`src/rtl/fifo_pkg.sv`:
```
// Shared FIFO package: default geometry constants and a ceiling-log2 helper.
// Used by param_fifo and its memory; later FIFO variants build on the same constants.
// No logic of its own.
package fifo_pkg;

  localparam int DEFAULT_DATA_WIDTH = 32;
  localparam int DEFAULT_DEPTH      = 16;

  // Ceiling log2; returns 0 for value <= 1
  function automatic int clog2(input int value);
    int r;
    r = 0;
    for (int i = 0; i < 32; i++) begin
      if ((1 << r) < value) r = r + 1;
    end
    return r;
  endfunction

endpackage

```
`src/rtl/fifo_mem.sv`:
```
// Simple dual-port storage for param_fifo: DEPTH x DATA_WIDTH.
// Write lands on the rising edge; read port is combinational from rd_addr.
// No flow control here; the FIFO controller decides when wr_en fires.
module fifo_mem
  import fifo_pkg::*;
#(
  parameter int DATA_WIDTH = DEFAULT_DATA_WIDTH,
  parameter int DEPTH      = DEFAULT_DEPTH,
  localparam int AW        = clog2(DEPTH)
) (
  input  logic                  clk,
  input  logic                  wr_en,
  input  logic [AW-1:0]         wr_addr,
  input  logic [DATA_WIDTH-1:0] wr_data,
  input  logic [AW-1:0]         rd_addr,
  output logic [DATA_WIDTH-1:0] rd_data
);

  logic [DATA_WIDTH-1:0] mem [DEPTH];

  // Storage is deliberately not reset so it maps onto plain RAM
  always_ff @(posedge clk) begin
    if (wr_en) mem[wr_addr] <= wr_data;
  end

  assign rd_data = mem[rd_addr];

endmodule

```
`src/rtl/param_fifo.sv`:
```
// Parametrised single-clock FIFO with optional first-word-fall-through output.
// Standard mode: read data one cycle after an accepted pop; FWFT: head word visible combinationally.
// Producer sees full/almost_full, consumer sees empty/almost_empty; rejected requests set sticky error flags.
module param_fifo
  import fifo_pkg::*;
#(
  parameter int DATA_WIDTH = DEFAULT_DATA_WIDTH,
  parameter int DEPTH      = DEFAULT_DEPTH,
  parameter int FWFT       = 0,
  parameter int AF_THRESH  = DEPTH - 2,
  parameter int AE_THRESH  = 2,
  localparam int AW        = clog2(DEPTH),
  localparam int CW        = AW + 1
) (
  input  logic                  clk,
  input  logic                  rst_n,
  input  logic                  clk_en,
  input  logic                  flush,
  input  logic [DATA_WIDTH-1:0] write_data,
  input  logic                  write_request,
  input  logic                  read_request,
  output logic [DATA_WIDTH-1:0] read_data,
  output logic                  read_valid,
  output logic                  empty,
  output logic                  full,
  output logic                  almost_empty,
  output logic                  almost_full,
  output logic [CW-1:0]         count,
  output logic                  overflow,
  output logic                  underflow
);

  logic [AW-1:0]         wr_ptr_q, wr_ptr_d;
  logic [AW-1:0]         rd_ptr_q, rd_ptr_d;
  logic [CW-1:0]         count_q, count_d;
  logic                  overflow_q, overflow_d;
  logic                  underflow_q, underflow_d;
  logic                  empty_s, full_s;
  logic                  rd_acc, wr_acc;
  logic [DATA_WIDTH-1:0] mem_rdata;

  // Flags come only from the registered count, never from this cycle's requests
  assign empty_s      = (count_q == '0);
  assign full_s       = (count_q == CW'(DEPTH));
  assign empty        = empty_s;
  assign full         = full_s;
  assign almost_empty = (count_q <= CW'(AE_THRESH));
  assign almost_full  = (count_q >= CW'(AF_THRESH));
  assign count        = count_q;
  assign overflow     = overflow_q;
  assign underflow    = underflow_q;

  // Acceptance: in standard mode a pop frees the slot the same-cycle push lands in;
  // in FWFT mode the head is already presented, so a full FIFO refuses writes outright
  always_comb begin
    rd_acc = clk_en & ~flush & read_request & ~empty_s;
    wr_acc = clk_en & ~flush & write_request & (~full_s | ((FWFT == 0) & rd_acc));
  end

  // Pointer, occupancy and sticky-error next state; flush wins over requests
  always_comb begin
    wr_ptr_d    = wr_ptr_q;
    rd_ptr_d    = rd_ptr_q;
    count_d     = count_q;
    overflow_d  = overflow_q;
    underflow_d = underflow_q;
    if (clk_en) begin
      if (flush) begin
        wr_ptr_d    = '0;
        rd_ptr_d    = '0;
        count_d     = '0;
        overflow_d  = 1'b0;
        underflow_d = 1'b0;
      end else begin
        if (wr_acc) wr_ptr_d = wr_ptr_q + AW'(1);
        if (rd_acc) rd_ptr_d = rd_ptr_q + AW'(1);
        count_d     = count_q + CW'(wr_acc) - CW'(rd_acc);
        overflow_d  = overflow_q | (write_request & ~wr_acc);
        underflow_d = underflow_q | (read_request & ~rd_acc);
      end
    end
  end

  // Control state registers
  always_ff @(posedge clk or negedge rst_n) begin
    if (!rst_n) begin
      wr_ptr_q    <= '0;
      rd_ptr_q    <= '0;
      count_q     <= '0;
      overflow_q  <= 1'b0;
      underflow_q <= 1'b0;
    end else begin
      wr_ptr_q    <= wr_ptr_d;
      rd_ptr_q    <= rd_ptr_d;
      count_q     <= count_d;
      overflow_q  <= overflow_d;
      underflow_q <= underflow_d;
    end
  end

  fifo_mem #(
    .DATA_WIDTH(DATA_WIDTH),
    .DEPTH     (DEPTH)
  ) u_mem (
    .clk    (clk),
    .wr_en  (wr_acc),
    .wr_addr(wr_ptr_q),
    .wr_data(write_data),
    .rd_addr(rd_ptr_q),
    .rd_data(mem_rdata)
  );

  if (FWFT == 0) begin : g_std
    logic [DATA_WIDTH-1:0] read_data_q, read_data_d;
    logic                  read_valid_q, read_valid_d;

    // Output register: capture the popped word and pulse valid for one cycle
    always_comb begin
      read_data_d  = read_data_q;
      read_valid_d = read_valid_q;
      if (clk_en) begin
        read_valid_d = rd_acc;
        if (rd_acc) read_data_d = mem_rdata;
      end
    end

    // Read data / valid registers; read_data deliberately survives flush
    always_ff @(posedge clk or negedge rst_n) begin
      if (!rst_n) begin
        read_data_q  <= '0;
        read_valid_q <= 1'b0;
      end else begin
        read_data_q  <= read_data_d;
        read_valid_q <= read_valid_d;
      end
    end

    assign read_data  = read_data_q;
    assign read_valid = read_valid_q;
  end else begin : g_fwft
    // Head word shown directly; masked to zero while empty so stale RAM never leaks out
    assign read_data  = empty_s ? '0 : mem_rdata;
    assign read_valid = ~empty_s;
  end

endmodule
```
`config.mk`:
```
export PLATFORM = sky130hd
export DESIGN_NAME = param_fifo
export DESIGN_NICKNAME = d
export VERILOG_FILES = /design/src/rtl/fifo_pkg.sv /design/src/rtl/fifo_mem.sv /design/src/rtl/param_fifo.sv
export SDC_FILE = /design/constraint.sdc
export NUM_CORES = 1
export LEC_CHECK = 0
export BUFFER_PORTS_ARGS = -buffer_cell sky130_fd_sc_hd__buf_2
export CORE_MARGIN = 5
export CORE_UTILIZATION = 30
export CTS_CLUSTER_DIAMETER = 200
export DETAILED_ROUTE_END_ITERATION = 10
export SLEW_MARGIN = 0
export SYNTH_ARGS = -nofsm -noshare
export SYNTH_HDL_FRONTEND = slang
export SYNTH_HIERARCHICAL = 1
export SYNTH_SLANG_ARGS = --single-unit
```
`constraint.sdc`:
```
create_clock -name clk -period 5.25 [get_ports clk]
set_input_delay 0.2625 -clock clk [delete_from_list [all_inputs] [get_ports clk]]
set_output_delay 0.2625 -clock clk [all_outputs]
set_load 0.05 [all_outputs]
```
==> results.toml <==
[run_status]
status = "completed"

[clock_tree]
cts-hold-fix-buffers = 1
clock-root-buffer = "sky130_fd_sc_hd__clkbuf_16"
clock_insertion_delay_worst_skew_ps = 590
tritoncts.num_buffers = 55
cts_num_sinks = 560
clock_edge_transition_at_the_registers_on_the_reported_setup_and_hold_paths_ps = 60
cts_max_level = 2
cts_tree = "done"
post-cts-setup-buffers = 0
clk_path_buf_depth = 3
number_of_gates_given_a_new_drive_strength_after_cts = 0

[timing]
finalCritPeriodShare_pct = 62.71
report.final.slew_viol_count = 0
slew_headroom_pct = 9.189
rsz0062_at_grt = "no"
finalSetupViolations = 0
totalNegativeSetupSlack_ps = 0
worst_clock_skew_ps = 12.61
transition_time_at_the_pin_with_the_least_slew_margin_ps = 1359
hold_viol = 0
period_minus_slack_ps = 3292
fmax_ghz = 0.3037

[route]
finalWirelength_um = 46810
final_antenna_net_count = 0
first_drt_pass_iteration_count = 6
drt_iter0_drc = 804
route.detailed.drc = 0
vias = 10220
routedWlPerCell_um = 22.33
route.detailed.vias_per_inst = 4.876

[setup_path]
critical-path-top-delay-family = "simple AND/OR/NAND/NOR gates"
worst-r2r-setup-slack_ps = 1960
crit_path_end_kind = "register"
worst-path-max-fanout = 32
worst_r2r_endpoint = "u_mem/mem[6][16]"
crit_path_cell_trace = "inv_1 -> ha_1 -> nand4bb_1 -> o21ai_1 -> nor2_1 -> nand3b_1 -> nor2_4"
worst_r2r_startpoint = "count[2]"
reg2regPathDepth = 7
critical_path_start = "count[2]"
worst-path-buf-inv = 1
critPathRequiredTime_ps = 5450
critPathKind = "reg -> reg"
cpPeakStageDelay_ps = 1140
critical_path_cell_count = 7
crit_path_arrival_time_ps = 3490
crit_slowest_cell = "sky130_fd_sc_hd__nor2_4"
worstSetupEndpoint = "u_mem/mem[6][16]"
cp-start-kind = "register"

[placed_design]
port_buffers = 81
gpl.final_weighted_congestion = 0.7247
dp_hpwl_um = 26390
dpl-instance-area_um2 = 23250

[hold_path]
hp-class = "in -> reg"
worstHoldStart = "write_data[8]"

[final_layout]
drive_above_1_share_pct = 32.14
nets = 1149
synth_to_layout_area_growth_pct = 15.83
layout_commonest_cell = "sky130_fd_sc_hd__edfxtp_1"
final_cell_mix = "sky130_fd_sc_hd__edfxtp_1, sky130_fd_sc_hd__mux4_2, sky130_fd_sc_hd__buf_2"
stdcell_area_um2 = 25070

[yosys]
post_synthesis_sequential_area_ratio_pct = 76.58
number_of_instances_in_the_synthesized_netlist = 991
synth_edf_count = 512
muxShareOfSynthArea_pct = 15.47
synth_fp_nets = 1041
flops_latches_synth = 560
synth.lib_cells_used.distinct = 45
synth.avg_cell_area_um2 = 21.84
synth_async_sr_flop_share_pct = 8.571
synth_compound_gate_area_share_pct = 3.052
post_synth_fa_ha_maj_area_fraction_pct = 0.7284
simple_gate_share_of_the_synthesized_area_pct = 2.393
netlist_area_um2 = 21640
main_combinational_cell_family_by_area_after_synthesis = "multiplexers"
post_synthesis_xor_xnor_area_fraction_pct = 0.08093
synth_ff_type = "sky130_fd_sc_hd__edfxtp_1"
synth_warn = 6

[pwr]
powerDensity_nw_per_um2 = 487.5
cellInternalPower_mw = 8.615
sequentialPowerShare_pct = 43.8
vdd_ir_drop_max_mv = 0.2951
total_leakage_power_nw = 8.071
netSwitchingFraction_pct = 29.52
pwr-share-clk_pct = 32.1
portion_of_total_power_attributed_to_combinational_logic_pct = 24.1
switching_power_mw = 3.607

[global_route]
grt_antenna_before_repair = 1
gr-usage-all-layers_pct = 11.90
first_global_vias = 10470
grt_overflow_total = 0
grt_start_max_net_pins = 58
grt_first_pass_wirelength_um = 70380

[floorplanning]
start_util_pct = 30.28
floorplan.die_area_um2 = 77620
rows = 98
die_x_um = 278.6
core-area_um2 = 71490
die_y_um = 278.6
io_pins = 82

[job]
max_cap_viol_count = 0
[how the worst min path moves through the flow]
stage          cells past startpoint  slack [ps]               end
6_report                           1          40  u_mem/mem[12][8]
5_1_grt                            1          10   u_mem/mem[8][8]
4_1_cts                            1           2   u_mem/mem[4][8]
3_5_place_dp                       1         480      read_data[9]
3_3_place_gp                       1         480     read_data[12]
2_1_floorplan                      0         -30          count[0]
[cell usage after synthesis, types with 2 or more instances]
master	n	area share (%)
sky130_fd_sc_hd__o21ai_1	2	0.046
sky130_fd_sc_hd__o21bai_1	2	0.069
sky130_fd_sc_hd__o311ai_0	2	0.081
sky130_fd_sc_hd__buf_12	4	0.37
sky130_fd_sc_hd__a22oi_1	66	2.3
sky130_fd_sc_hd__nor2b_1	8	0.23
sky130_fd_sc_hd__nand3b_1	8	0.28
sky130_fd_sc_hd__or4_1	3	0.10
sky130_fd_sc_hd__a21oi_1	6	0.14
sky130_fd_sc_hd__o22ai_1	3	0.087
sky130_fd_sc_hd__nand3_1	7	0.16
sky130_fd_sc_hd__mux4_2	128	13
sky130_fd_sc_hd__ha_1	11	0.64
sky130_fd_sc_hd__mux2_4	28	1.9
sky130_fd_sc_hd__inv_1	12	0.21
sky130_fd_sc_hd__edfxtp_1	512	71
sky130_fd_sc_hd__nand2b_1	10	0.29
sky130_fd_sc_hd__buf_6	2	0.10
sky130_fd_sc_hd__nand2_1	37	0.64
sky130_fd_sc_hd__o21ai_0	5	0.12
sky130_fd_sc_hd__buf_4	11	0.38
sky130_fd_sc_hd__dfrtp_1	48	5.5
sky130_fd_sc_hd__a31oi_1	2	0.058
sky130_fd_sc_hd__mux2_1	4	0.21
sky130_fd_sc_hd__nor3_1	4	0.092
sky130_fd_sc_hd__nor2_1	16	0.28
sky130_fd_sc_hd__buf_2	4	0.092
sky130_fd_sc_hd__buf_1	9	0.16
sky130_fd_sc_hd__clkbuf_1	21	0.36
[power groups by stage]
stage | Clock, mW | Sequential [mW] | Combinational, mW
floorplan | 0 | 5.79 | 1.87
global placement | 0 | 5.46 | 2.99
detailed placement | 0 | 5.46 | 3.00
CTS | 4.03 | 5.37 | 3.01
global route | 4.21 | 5.40 | 3.15
finish | 3.92 | 5.36 | 2.94
[area by class of cell]
class                      count  area, um^2
antenna                        1       2.502
clock buffer                  68        1488
clock inverter                35       320.3
fill                        6588       46420
inverter                      13       48.80
multi-input combinational    367        4836
sequential                   560       16580
tap                          950        1189
timing repair buffer         102       603.1
[layer usage]
metal / wire [um] / track usage [%] / vias up
met2: 22440 / 18.92 / 300
met5: 0 / 0 / -
met4: 886 / 2.751 / 0
li1: - / - / 4357
met1: 20720 / 16.84 / 5496
met3: 2760 / 2.726 / 68
[flip-flops by register name, indices dropped and copies added (netlist names)]
register    count
overflow        1
u_mem/mem     512
rd_ptr_q        4
read_data      32
read_valid      1
count           5
underflow       1
wr_ptr_q        4
[logic make-up after synthesis]
group / count (synthesis)
and+or+nand+nor: 101
AOI/OAI and AO/OA: 92
xor gates and xnor gates: 2
DFF: 560
adders and majority gates: 12
buffers and inverters: 64
muxes: 160
[per-stage QoR]
step	worst slack, ps	utilization, %	total power, mW	instances	hold WS [ps]
floorplan	520.5	-	7.652	991	-33.09
global placement	1999	32.52	8.455	1991	476.8
detailed placement	1927	32.52	8.464	1991	479.8
CTS	1913	35.07	12.41	2095	1.978
global route	1723	35.07	12.76	2095	10.33
finish	1958	35.07	12.22	2096	41.75
Note: power is estimated with default switching activity, not from simulation.
